**config.mk**
```make
export PLATFORM = sky130hd
export DESIGN_NAME = uart_cmd_pkt_flat
export DESIGN_NICKNAME = d
export VERILOG_FILES = /design/src/rtl/uart_cmd_pkt_if.sv /design/src/rtl/uart_cmd_pkt.sv /design/src/flat_wrapper.sv
export SDC_FILE = /design/constraint.sdc
export NUM_CORES = 1
export LEC_CHECK = 0
export ABC_AREA = 1
export CORE_MARGIN = 8
export CORE_UTILIZATION = 50
export DETAILED_ROUTE_END_ITERATION = 10
export PLACE_DENSITY_LB_ADDON = 0.2
export SYNTH_ARGS = -nofsm -noshare
export SYNTH_HDL_FRONTEND = slang
export SYNTH_SLANG_ARGS = --single-unit
```
**constraint.sdc**
```tcl
create_clock -name clk -period 2.05 [get_ports clk]
set_input_delay 0.41 -clock clk [delete_from_list [all_inputs] [get_ports clk]]
set_output_delay 0.41 -clock clk [all_outputs]
set_load 0.1 [all_outputs]
```
**src/rtl/uart_cmd_pkt_if.sv**
```systemverilog
// Byte/command/response bundle between the UART transceiver, the framer and
// the command processor. The framer connects through the slave modport.
interface uart_cmd_pkt_if #(
  parameter int CMD_BYTES  = 3,
  parameter int RESP_BYTES = 1
);
  logic                    rx_rdy;
  logic [7:0]              rx_data;
  logic                    rx_clr_rdy;
  logic [8*CMD_BYTES-1:0]  cmd;
  logic                    cmd_rdy;
  logic                    clr_cmd_rdy;
  logic                    cmd_err;
  logic [8*RESP_BYTES-1:0] resp;
  logic                    send_resp;
  logic                    resp_busy;
  logic                    tx_trmt;
  logic [7:0]              tx_data;
  logic                    tx_done;
  logic                    resp_done;

  modport slave (
    input  rx_rdy, rx_data, clr_cmd_rdy, resp, send_resp, tx_done,
    output rx_clr_rdy, cmd, cmd_rdy, cmd_err, resp_busy, tx_trmt, tx_data, resp_done
  );

  modport master (
    output rx_rdy, rx_data, clr_cmd_rdy, resp, send_resp, tx_done,
    input  rx_clr_rdy, cmd, cmd_rdy, cmd_err, resp_busy, tx_trmt, tx_data, resp_done
  );
endinterface

```
**src/rtl/uart_cmd_pkt.sv**
```systemverilog
// UART command/response framer: assembles CMD_BYTES received bytes into a
// command word with an inter-byte timeout, and serialises a RESP_BYTES
// response into back-to-back transmitter requests.
// Optional: define UART_CMD_CHKSUM_EN to require a trailing checksum byte
// (8-bit sum of all bytes incl. checksum must be zero).
module uart_cmd_pkt #(
  parameter int CMD_BYTES  = 3,
  parameter int RESP_BYTES = 1,
  parameter int TMO_CYCLES = 1000000,
  parameter int MSB_FIRST  = 1
) (
  input logic             clk,
  input logic             rst_n,
  uart_cmd_pkt_if.slave   bus
);
`ifdef UART_CMD_CHKSUM_EN
  localparam int NBYTES = CMD_BYTES + 1;
`else
  localparam int NBYTES = CMD_BYTES;
`endif
  localparam int CW = 8*CMD_BYTES;
  localparam int TW = (TMO_CYCLES < 2) ? 1 : $clog2(TMO_CYCLES + 1);
  localparam logic [TW-1:0] TMO_LAST = TW'((TMO_CYCLES == 0) ? 0 : TMO_CYCLES - 1);
  localparam logic [3:0] BLAST = 4'(NBYTES - 1);
  localparam logic [2:0] KLAST = 3'(RESP_BYTES - 1);

  // ---------------- RX path ----------------
  logic [3:0]    bcnt;
  logic [TW-1:0] tcnt;
  logic [CW-1:0] asm_q, asm_shift, word;
  logic [CW-1:0] cmd_q;
  logic          cmd_rdy_q, cmd_err_q;
  logic          accept, last, tmo_run, tmo_hit, done_ok, chk_fail;

  assign accept         = bus.rx_rdy;
  assign bus.rx_clr_rdy = accept;
  assign last           = (bcnt == BLAST);
  assign tmo_run        = (bcnt != 4'd0) && !accept;
  assign tmo_hit        = (TMO_CYCLES != 0) && tmo_run && (tcnt == TMO_LAST);

  generate
    if (MSB_FIRST != 0) begin : g_msb
      assign asm_shift = {asm_q[CW-9:0], bus.rx_data};
    end else begin : g_lsb
      assign asm_shift = {bus.rx_data, asm_q[CW-1:8]};
    end
  endgenerate

`ifdef UART_CMD_CHKSUM_EN
  logic [7:0] sum_q, sum_nxt;
  assign sum_nxt  = sum_q + bus.rx_data;
  // the checksum byte never enters the assembly register
  assign word     = asm_q;
  assign done_ok  = accept && last && (sum_nxt == 8'h00);
  assign chk_fail = accept && last && (sum_nxt != 8'h00);

  // running byte sum of the command in flight
  always_ff @(posedge clk or negedge rst_n) begin
    if (!rst_n)              sum_q <= '0;
    else if (accept)         sum_q <= last ? 8'h00 : sum_nxt;
    else if (tmo_hit)        sum_q <= '0;
  end
`else
  assign word     = asm_shift;
  assign done_ok  = accept && last;
  assign chk_fail = 1'b0;
`endif

  // byte counter, assembly register, timeout and command hand-off
  always_ff @(posedge clk or negedge rst_n) begin
    if (!rst_n) begin
      bcnt      <= '0;
      tcnt      <= '0;
      asm_q     <= '0;
      cmd_q     <= '0;
      cmd_rdy_q <= 1'b0;
      cmd_err_q <= 1'b0;
    end else begin
      cmd_err_q <= tmo_hit | chk_fail;
      if (accept) begin
        tcnt  <= '0;
        bcnt  <= last ? 4'd0 : bcnt + 4'd1;
        asm_q <= last ? '0 : asm_shift;
      end else if (tmo_hit) begin
        tcnt  <= '0;
        bcnt  <= '0;
        asm_q <= '0;
      end else if (tmo_run) begin
        tcnt  <= tcnt + 1'b1;
      end
      // completion beats a simultaneous acknowledge
      if (done_ok) begin
        cmd_q     <= word;
        cmd_rdy_q <= 1'b1;
      end else if (bus.clr_cmd_rdy) begin
        cmd_rdy_q <= 1'b0;
      end
    end
  end

  assign bus.cmd     = cmd_q;
  assign bus.cmd_rdy = cmd_rdy_q;
  assign bus.cmd_err = cmd_err_q;

  // ---------------- TX path ----------------
  typedef enum logic {TX_IDLE, TX_WAIT} tx_state_t;
  tx_state_t state, state_n;

  logic [RESP_BYTES-1:0][7:0] rsh;
  logic [2:0] k;
  logic [7:0] tx_data_q;
  logic       trmt_q, busy_q, done_q;
  logic       ld, adv, fin;

  // byte idx of the response in wire order
  function automatic logic [7:0] pick(input logic [RESP_BYTES-1:0][7:0] w, input logic [2:0] idx);
    pick = '0;
    for (int i = 0; i < RESP_BYTES; i++)
      if (3'((MSB_FIRST != 0) ? RESP_BYTES - 1 - i : i) == idx) pick = w[i];
  endfunction

  // TX state register
  always_ff @(posedge clk or negedge rst_n) begin
    if (!rst_n) state <= TX_IDLE;
    else        state <= state_n;
  end

  // TX next state and control strobes; tx_done is ignored while tx_trmt is high
  always_comb begin
    state_n = state;
    ld      = 1'b0;
    adv     = 1'b0;
    fin     = 1'b0;
    case (state)
      TX_IDLE: if (bus.send_resp) begin
        ld      = 1'b1;
        state_n = TX_WAIT;
      end
      TX_WAIT: if (bus.tx_done && !trmt_q) begin
        if (k == KLAST) begin
          fin     = 1'b1;
          state_n = TX_IDLE;
        end else begin
          adv     = 1'b1;
        end
      end
      default: state_n = TX_IDLE;
    endcase
  end

  // TX datapath: latch response, walk byte index, drive transmitter
  always_ff @(posedge clk or negedge rst_n) begin
    if (!rst_n) begin
      rsh       <= '0;
      k         <= '0;
      tx_data_q <= '0;
      trmt_q    <= 1'b0;
      busy_q    <= 1'b0;
      done_q    <= 1'b0;
    end else begin
      trmt_q <= ld | adv;
      done_q <= fin;
      if (ld) begin
        rsh       <= bus.resp;
        k         <= '0;
        tx_data_q <= pick(bus.resp, 3'd0);
        busy_q    <= 1'b1;
      end else if (adv) begin
        k         <= k + 3'd1;
        tx_data_q <= pick(rsh, k + 3'd1);
      end else if (fin) begin
        busy_q    <= 1'b0;
      end
    end
  end

  assign bus.tx_trmt   = trmt_q;
  assign bus.tx_data   = tx_data_q;
  assign bus.resp_busy = busy_q;
  assign bus.resp_done = done_q;
endmodule
```
**src/flat_wrapper.sv**
```systemverilog
// flat-port wrapper written by rule: the top's interface ports become plain ports
module uart_cmd_pkt_flat 
#(
  parameter int CMD_BYTES  = 3,
  parameter int RESP_BYTES = 1,
  parameter int TMO_CYCLES = 1000000,
  parameter int MSB_FIRST  = 1
)
  (clk, rst_n, bus_rx_rdy, bus_rx_data, bus_clr_cmd_rdy, bus_resp, bus_send_resp, bus_tx_done, bus_rx_clr_rdy, bus_cmd, bus_cmd_rdy, bus_cmd_err, bus_resp_busy, bus_tx_trmt, bus_tx_data, bus_resp_done);
  uart_cmd_pkt_if #(.CMD_BYTES(CMD_BYTES), .RESP_BYTES(RESP_BYTES)) bus_i ();
  input logic clk;
  input logic rst_n;
  input wire logic [$bits(bus_i.rx_rdy)-1:0] bus_rx_rdy;
  input wire logic [$bits(bus_i.rx_data)-1:0] bus_rx_data;
  input wire logic [$bits(bus_i.clr_cmd_rdy)-1:0] bus_clr_cmd_rdy;
  input wire logic [$bits(bus_i.resp)-1:0] bus_resp;
  input wire logic [$bits(bus_i.send_resp)-1:0] bus_send_resp;
  input wire logic [$bits(bus_i.tx_done)-1:0] bus_tx_done;
  output wire logic [$bits(bus_i.rx_clr_rdy)-1:0] bus_rx_clr_rdy;
  output wire logic [$bits(bus_i.cmd)-1:0] bus_cmd;
  output wire logic [$bits(bus_i.cmd_rdy)-1:0] bus_cmd_rdy;
  output wire logic [$bits(bus_i.cmd_err)-1:0] bus_cmd_err;
  output wire logic [$bits(bus_i.resp_busy)-1:0] bus_resp_busy;
  output wire logic [$bits(bus_i.tx_trmt)-1:0] bus_tx_trmt;
  output wire logic [$bits(bus_i.tx_data)-1:0] bus_tx_data;
  output wire logic [$bits(bus_i.resp_done)-1:0] bus_resp_done;
  assign bus_i.rx_rdy = bus_rx_rdy;
  assign bus_i.rx_data = bus_rx_data;
  assign bus_i.clr_cmd_rdy = bus_clr_cmd_rdy;
  assign bus_i.resp = bus_resp;
  assign bus_i.send_resp = bus_send_resp;
  assign bus_i.tx_done = bus_tx_done;
  assign bus_rx_clr_rdy = bus_i.rx_clr_rdy;
  assign bus_cmd = bus_i.cmd;
  assign bus_cmd_rdy = bus_i.cmd_rdy;
  assign bus_cmd_err = bus_i.cmd_err;
  assign bus_resp_busy = bus_i.resp_busy;
  assign bus_tx_trmt = bus_i.tx_trmt;
  assign bus_tx_data = bus_i.tx_data;
  assign bus_resp_done = bus_i.resp_done;
  uart_cmd_pkt #(.CMD_BYTES(CMD_BYTES), .RESP_BYTES(RESP_BYTES), .TMO_CYCLES(TMO_CYCLES), .MSB_FIRST(MSB_FIRST)) u_core (.clk(clk), .rst_n(rst_n), .bus(bus_i));
endmodule
```
# Word level (Yosys, flattened, before mapping)
# Index checks and enable logic that the tools add are counted.
# word_totals
latchBits,0
input_bits,22
mem_count,0
mem_bits_ro,0
regBits,89
ramBits,0
word_cells,65
# classes
muxes,29
mul,0
n_reduce_logical,15
n_eq_ne,3
n_lt_le_gt_ge,0
div_mod_pow,0
bitwise_logic,2
addsub,3
shift,0
# op_table
operator,n
two-way mux 20 bit,3
two-way mux 16 bit,3
two-way mux 8 bit,3
"adder 20 x 1 -> 20 bit, second input constant",1
"== test 20 bit, second input constant",1
two-way mux 1 bit,14
two-way mux 4 bit,3
nonzero test 2 bit,4
logical NOT 3 bit,2
two-way mux 3 bit,2
"adder 4 x 1 -> 4 bit, second input constant",1
"== test 4 x 2 -> 1 bit, second input constant",1
logical AND 1 bit,4
nonzero test 4 bit,1
"adder 3 x 1 -> 3 bit, second input constant",1
nonzero test 3 bit,1
logical NOT 1 bit,2
"inequality test 2 x 1 -> 1 bit, second input constant",1
case mux 1 bit (2 select lines),1
AND reduction 2 bit,1
NOT 1 bit,1
bitwise OR 1 bit,1

# Longest topological paths before layout
# Gate-level depths: netlist of the first run.
# depth
word_depth,7
ltp_mapped,9
ltp_nobuf,9

# Worst setup path before layout of the first run
# Ideal clock, no wire load.
# synth_path
kind,reg-to-reg
startpoint,"reg u_core.trmt_q, in the netlist u_core.bus.tx_trmt"
endpoint,"reg u_core.tx_data_q[0], in the netlist u_core.bus.tx_data[0]"
setup_slack_ps,387
t_arrival_ps,1535
stages_incl_launch_ff,7
synth_period_minus_slack_ps,1663
t_required_ps,1922
path_cell_list,dfrtp_1 -> nor2_1 -> nand3_1 -> nand2_1 -> buf_2 -> nor2_1 -> a31oi_1
# synth_between
elab_chain_len,5
# synth_lines
item,line_no,rtl
from (decl),uart_cmd_pkt.sv:112,"logic trmt_q, busy_q, done_q;"
from (signal assigned),uart_cmd_pkt.sv:161,trmt_q <= ld | adv;
logical NOT 1 bit,uart_cmd_pkt.sv:139,TX_WAIT: if (bus.tx_done && !trmt_q) begin
logical AND 1 bit,uart_cmd_pkt.sv:139,
two-way mux 1 bit,uart_cmd_pkt.sv:139,
two-way mux 1 bit,uart_cmd_pkt.sv:134,case (state)
nonzero test 2 bit (no line),n/a,
to (signal assigned),uart_cmd_pkt.sv:166,"tx_data_q <= pick(bus.resp, 3'd0);"
to (signal assigned),uart_cmd_pkt.sv:170,"tx_data_q <= pick(rsh, k + 3'd1);"
to (decl),uart_cmd_pkt.sv:111,logic [7:0] tx_data_q;
# No other way between the ends.
# A chain may end at the register's enable or synchronous reset.

# Worst setup path in the final report of the first run
# layout_path
startpoint,reg u_core.bcnt[0]
endpoint,reg u_core.tcnt[9]
# layout_between
elab_chain_len,5
word_cells_on_any_way,6
classes_between,mux: 2; reduce/logical: 4
# layout_lines
item,line_no,rtl
from (decl),uart_cmd_pkt.sv:28,logic [3:0] bcnt;
from (signal assigned),uart_cmd_pkt.sv:82,bcnt <= last ? 4'd0 : bcnt + 4'd1;
nonzero test 4 bit (*),uart_cmd_pkt.sv:38,assign tmo_run = (bcnt != 4'd0) && !accept;
logical AND 1 bit (*),uart_cmd_pkt.sv:38,
logical AND 1 bit,uart_cmd_pkt.sv:39,assign tmo_hit = (TMO_CYCLES != 0) && tmo_run && (tcnt == TMO_LAST);
two-way mux 20 bit,uart_cmd_pkt.sv:84,end else if (tmo_hit) begin
two-way mux 20 bit,uart_cmd_pkt.sv:80,if (accept) begin
to (signal assigned),uart_cmd_pkt.sv:89,tcnt <= tcnt + 1'b1;
to (decl),uart_cmd_pkt.sv:29,logic [TW-1:0] tcnt;
# Mark *: on every way between the ends. The rest lies on a longest branch, timed or not.

==> results.toml, run 1 <==
[finish]
antenna-diode-count = 0
post_route_cells_drive_above_1_share_pct = 16.9
area_growth_pct = 22.1
most-common-layout-cells = "nand2_1, dfrtp_1, inv_1"
final_common_cell = "nand2_1"
final_cells = 631
final_nets = 550

[placement]
hpwl_mm = 6.11
dp_cells = 615
port_buffers = 59
place_congestion = 0.901

[synthesis]
syn_avg_cell_area_um2 = 8.89
synth_area_um2 = 4060
ys_ff_latch = 89
syn-num-nets = 486
synth.distinct_cells = 32
yosys.area_share.adder_pct = 2.16
yosysWarnings = 0
synth_compound_area_share_pct = 10.3
ys_seq_area_share_pct = 54.8
synthCells = 457
synthMuxAreaShare_pct = 0
synth-simple-area-share_pct = 22.4
synth_top_family_by_area = "simple AND/OR/NAND/NOR gates"
synth-xor-area-share_pct = 2.16

[global_routing]
antenna_found_initial = 0
grt_first_pass_wirelength_mm = 14.7
grt_pass1_vias = 3129
grt_usage_pct = 15.9
grt_max_degree = 50
overflow = 0

[worst_setup_path]
crit_arrival_ps = 1990
crit_required_ps = 2290
endpoint_kind = "flip-flop"
path_max_fanout = 14
crit_type = "reg -> reg"
setup.worst_path.start_class = "flip-flop"

[sta]
fmax_mhz = 573
period_needed_ps = 1750
rsz0062_at_grt = "no"
slew_viol_final = 0
relSlewSlack_pct = 65.6
setup_viol = 0
period_share_pct = 85.2
hold_violations = 0
tightest_slew_ps = 516
fin_skew_ps = 14.3
setup_tns_ps = 0

[clock_network]
hold_buffers = 0
clk_latency_ps = 350
cts.path.max_buffers = 2
cts_root_buf = "clkbuf_8"
cts_tree = "built"
cts.clk_slew.worst_paths_ps = 90
numCtsBuffers = 9
cts.sinks = 89
post_cts_buffers = 0
htreeDepth = 3
ctsResizeCount = 0

[detailed_routing]
drt-pass1-iter-count = 4
via_per_inst = 5.04
routed_wl_mm = 8.55
ant_nets = 0
drt-initial-drc-count = 125
vias = 3183
post_drt_wl_per_cell_um = 13.5
post-route-drc-count = 0

[job]
maxCapViolations = 0

[floorplan]
die_h_um = 106
die-area_um2 = 11300
fp.dieW_um = 106
io_pins = 60
fp-row-count = 33
initial_core_util_pct = 50.5
core_um2 = 8050

[status]
status = "complete, no violations"

[hold_path]
min_path_type = "in -> async"

[power]
peakVddDrop_mv = 0.751
power_density_nw_per_um2 = 1650
p_leak_nw = 2.38
==> stage by stage <==
stage	hold slack (ps)	area [um2]	worst slack, ps	utilization [%]	power [mW]
after detailed placement	421	4760	260	59.1	7.03
final	16.6	4960	304	61.6	8.21
after CTS	27.8	4960	283	61.6	8.28
after floorplan	114	4060	387	-	6.01
after global routing	42.6	4960	97.3	61.6	8.66
after global placement	419	4760	301	59.1	6.97
==> cell usage after synthesis, drive strengths merged <==
| master | count | area, um2 |
|---|---|---|
| nand4 | 9 | 56.3 |
| nor3 | 6 | 40.0 |
| nor3b | 2 | 20.0 |
| xor2 | 8 | 70.1 |
| clkbuf | 5 | 18.8 |
| inv | 64 | 240 |
| nand3 | 26 | 130 |
| dfrtp | 89 | 2230 |
| buf | 11 | 72.6 |
| nor4 | 1 | 6.26 |
| o21ai | 33 | 165 |
| xnor2 | 2 | 17.5 |
| a31oi | 8 | 50.1 |
| o31ai | 1 | 7.51 |
| nand2 | 103 | 409 |
| ha | 7 | 87.6 |
| o22ai | 17 | 156 |
| a21oi | 3 | 18.8 |
| nor2 | 59 | 246 |
| o21bai | 3 | 22.5 |
==> final timing paths <==
| path | start | slack (ps) | cells after the start | endpoint |
|---|---|---|---|---|
| worst min register to register | u_core.rsh[0]$_DFFE_PN0P_ | 480 | 2 | u_core.rsh[0]$_DFFE_PN0P_ |
| worst max register to register | u_core.bcnt[0]$_DFFE_PN0P_ | 300 | 8 | u_core.tcnt[9]$_DFFE_PN0P_ |
| worst max-delay path | u_core.bcnt[0]$_DFFE_PN0P_ | 300 | 8 | u_core.tcnt[9]$_DFFE_PN0P_ |
| worst min-delay path | rst_n | 20 | 1 | u_core.asm_q[15]$_DFFE_PN0P_ |
| max in group asynchronous | rst_n | 1490 | 2 | u_core.tcnt[5]$_DFFE_PN0P_ |
| min in group clk | u_core.rsh[0]$_DFFE_PN0P_ | 480 | 2 | u_core.rsh[0]$_DFFE_PN0P_ |
==> area by class of cell <==
class | count | area (um2)
clock buffer | 10 | 128
clock inverter | 6 | 72.6
fill | 688 | 3090
inverter | 64 | 240
multi-input combinational | 288 | 1500
sequential | 89 | 2230
tap | 105 | 131
timing repair buffer | 69 | 656
==> kinds of logic (layout without fill, tap and decap cells) <==
kind of cell / after synthesis / count (layout)
xor gates and xnor gates: 10 / 10
AOI/OAI and AO/OA: 65 / 65
adders and majority gates: 7 / 7
and+or+nand+nor: 206 / 206
DFF: 89 / 89
buffers and inverters: 80 / 149
==> sequential cells by signal (all words and copies together), names as in the netlist <==
signal / flops
u_core.bcnt: 4
u_core.bus.tx_data: 8
u_core.bus.cmd_rdy: 1
u_core.bus.resp_done: 1
u_core.bus.cmd: 24
u_core.bus.tx_trmt: 1
u_core.state: 1
u_core.bus.resp_busy: 1
u_core.asm_q: 16
u_core.k: 3
u_core.rsh: 8
u_core.tcnt: 20
u_core.bus.cmd_err: 1
==> critical path, stage by stage (launching register included) <==
cell	delay, ps
dfrtp_1	420
inv_1	100
ha_1	230
nand2_4	170
nand2_1	230
nor3_1	300
nand2_1	90
nand2_1	70
nor2_1	40
==> report_power, final <==
| group | internal [mW] | leakage [nW] | switching, mW |
|---|---|---|---|
| sequential | 2.32 | 1.15 | 0.335 |
| clock | 0.582 | 0.103 | 0.656 |
| combinational | 0.975 | 1.14 | 3.34 |
==> metal layers <==
layer,wire (um),share of wire [%],GRT usage [%],vias to the layer above
li1,-,-,-,1590
met1,3960,46,20.2,1507
met2,3990,47,25.5,74
met3,450,5.3,4.78,12
met4,151,1.8,5.53,0
met5,0,0,0,-
Power figures use the tool's default switching activity.
==> inputs of run 2 (changes only) <==
--- a/config.mk
+++ b/config.mk
@@ -7,7 +7,7 @@
 export LEC_CHECK = 0
 export ABC_AREA = 1
 export CORE_MARGIN = 8
-export CORE_UTILIZATION = 50
+export CORE_UTILIZATION = 45
 export DETAILED_ROUTE_END_ITERATION = 10
 export PLACE_DENSITY_LB_ADDON = 0.2
 export SYNTH_ARGS = -nofsm -noshare
==> results.toml, run 2 (synthesized netlist as in run 1, its figures left out) <==
[detailed_routing]
post_drt_wl_per_cell_um = 13.7
drt-initial-drc-count = 156
drt-pass1-iter-count = 4
via_per_inst = 4.98
routed_wl_mm = 8.68
ant_nets = 0
post-route-drc-count = 0
vias = 3146

[sta]
rsz0062_at_grt = "no"
hold_violations = 0
period_needed_ps = 1790
setup_viol = 0
relSlewSlack_pct = 66.9
setup_tns_ps = 0
fmax_mhz = 559
period_share_pct = 87.2
slew_viol_final = 0
fin_skew_ps = 15.3
tightest_slew_ps = 497

[finish]
final_cells = 632
antenna-diode-count = 0
area_growth_pct = 21.3
post_route_cells_drive_above_1_share_pct = 16.8
final_common_cell = "nand2_1"
final_nets = 548
most-common-layout-cells = "nand2_1, dfrtp_1, inv_1"
finish.utilization_pct = 56.5
largest_register_ff_count = 24
n_fill_cell = 780

[floorplan]
io_pins = 60
initial_core_util_pct = 46.6
core_um2 = 8720
die_h_um = 111
die-area_um2 = 12300
fp-row-count = 34
fp.dieW_um = 111

[global_routing]
grt_pass1_vias = 3214
overflow = 0
grt_max_degree = 50
antenna_found_initial = 0
grt_first_pass_wirelength_mm = 15.3
grt_usage_pct = 14.6

[clock_network]
htreeDepth = 3
cts.sinks = 89
cts.path.max_buffers = 2
cts.clk_slew.worst_paths_ps = 100
numCtsBuffers = 9
clk_latency_ps = 360
cts_tree = "built"
cts_root_buf = "clkbuf_8"
hold_buffers = 0

[power]
intPower_mw = 3.87
comb_power_share_pct = 52.4
peakVddDrop_mv = 1.17
power_density_nw_per_um2 = 1670
switchingPower_mw = 4.38
seq_power_share_pct = 32.2
power_frac_clock_pct = 15.4
p_sw_share_pct = 53.0
p_leak_nw = 2.36

[worst_setup_path]
r2r-end = "u_core.asm_q[10]$_DFFE_PN0P_"
crit_required_ps = 2290
r2r_cells = 8
crit_arrival_ps = 2030
setup.worst_path.start_class = "flip-flop"
regToRegSetupSlack_ps = 260
path_max_fanout = 33
regToRegStartpoint = "u_core.bcnt[0]$_DFFE_PN0P_"
crit_type = "reg -> reg"
endpoint_kind = "flip-flop"

[placement]
dp_cells = 616
place_congestion = 0.849
port_buffers = 59
hpwl_mm = 6.21

[status]
status = "complete, no violations"

[hold_path]
min_path_type = "in -> async"

[job]
maxCapViolations = 0
## run 2: cell count changes in the layout (fill, tap and decap cells not counted), sizes merged
cell	before	now
buf	49	47
clkbuf	10	9
clkinv	2	1
clkinvlp	0	1
inv	67	68
## run 2: through the flow
stage / hold WS, ps / setup slack [ps] / power (mW) / area [um2]
2_1_floorplan: 114 / 387 / 6.01 / 4060
3_3_place_gp: 411 / 154 / 6.97 / 4710
3_5_place_dp: 410 / 118 / 7.05 / 4710
6_report: 4.72 / 262 / 8.25 / 4930
5_1_grt: 32.2 / 99.4 / 8.70 / 4930
4_1_cts: 12.8 / 141 / 8.32 / 4920
## run 2: timing repair
item	4_1_cts	5_1_grt
buffers inserted	0	0
endpoints found under the hold margin	0	0
setup endpoints to repair	0	3
resized for setup	0	1
## run 2: cell type report
| cell class | count | area [um2] | area share [%] |
|---|---|---|---|
| sequential | 89 | 2230 | 45.2 |
| multi-input combinational | 288 | 1510 | 30.7 |
| timing repair buffer | 67 | 603 | 12.2 |
| inverter | 64 | 240 | 4.88 |
| tap | 108 | 135 | 2.74 |
| clock buffer | 9 | 124 | 2.51 |
| clock inverter | 7 | 85.1 | 1.73 |
## run 2: worst max-delay path by stage
| stage | startpoint | to | depth (start not counted) |
|---|---|---|---|
| after floorplan | u_core.bus.tx_trmt$_DFF_PN0_ | u_core.bus.tx_data[0]$_DFFE_PN0P_ | 6 |
| after global placement | bus_rx_rdy | u_core.bcnt[3]$_DFFE_PN0P_ | 7 |
| after detailed placement | bus_rx_rdy | u_core.bcnt[3]$_DFFE_PN0P_ | 7 |
| after CTS | u_core.bcnt[0]$_DFFE_PN0P_ | u_core.bcnt[3]$_DFFE_PN0P_ | 8 |
| after global routing | u_core.bcnt[0]$_DFFE_PN0P_ | u_core.asm_q[11]$_DFFE_PN0P_ | 8 |
| final | u_core.bcnt[0]$_DFFE_PN0P_ | u_core.asm_q[10]$_DFFE_PN0P_ | 8 |
## run 2: power by group through the flow
stage | combinational [mW] | clock [mW] | sequential, mW
after floorplan | 1.05 | 0 | 4.96
after global placement | 4.30 | 0 | 2.67
after detailed placement | 4.37 | 0 | 2.69
final | 4.32 | 1.27 | 2.66
after global routing | 4.60 | 1.37 | 2.73
after CTS | 4.37 | 1.30 | 2.66
## run 2: layer usage
metal | share of wire (%) | track usage [%] | vias to the layer above
met5 | 0 | 0 | -
met1 | 48 | 19.0 | 1488
met2 | 45 | 22.6 | 63
met4 | 1.9 | 6.49 | 0
li1 | - | - | 1582
met3 | 4.4 | 3.52 | 13
## run 2: worst max-delay path: stages (launching register included)
cell	delay (ps)
dfrtp_1	430
inv_1	100
ha_1	240
nand2_4	180
nand2_2	90
nor2_4	160
nand2_2	120
nand2_8	230
o22ai_1	110
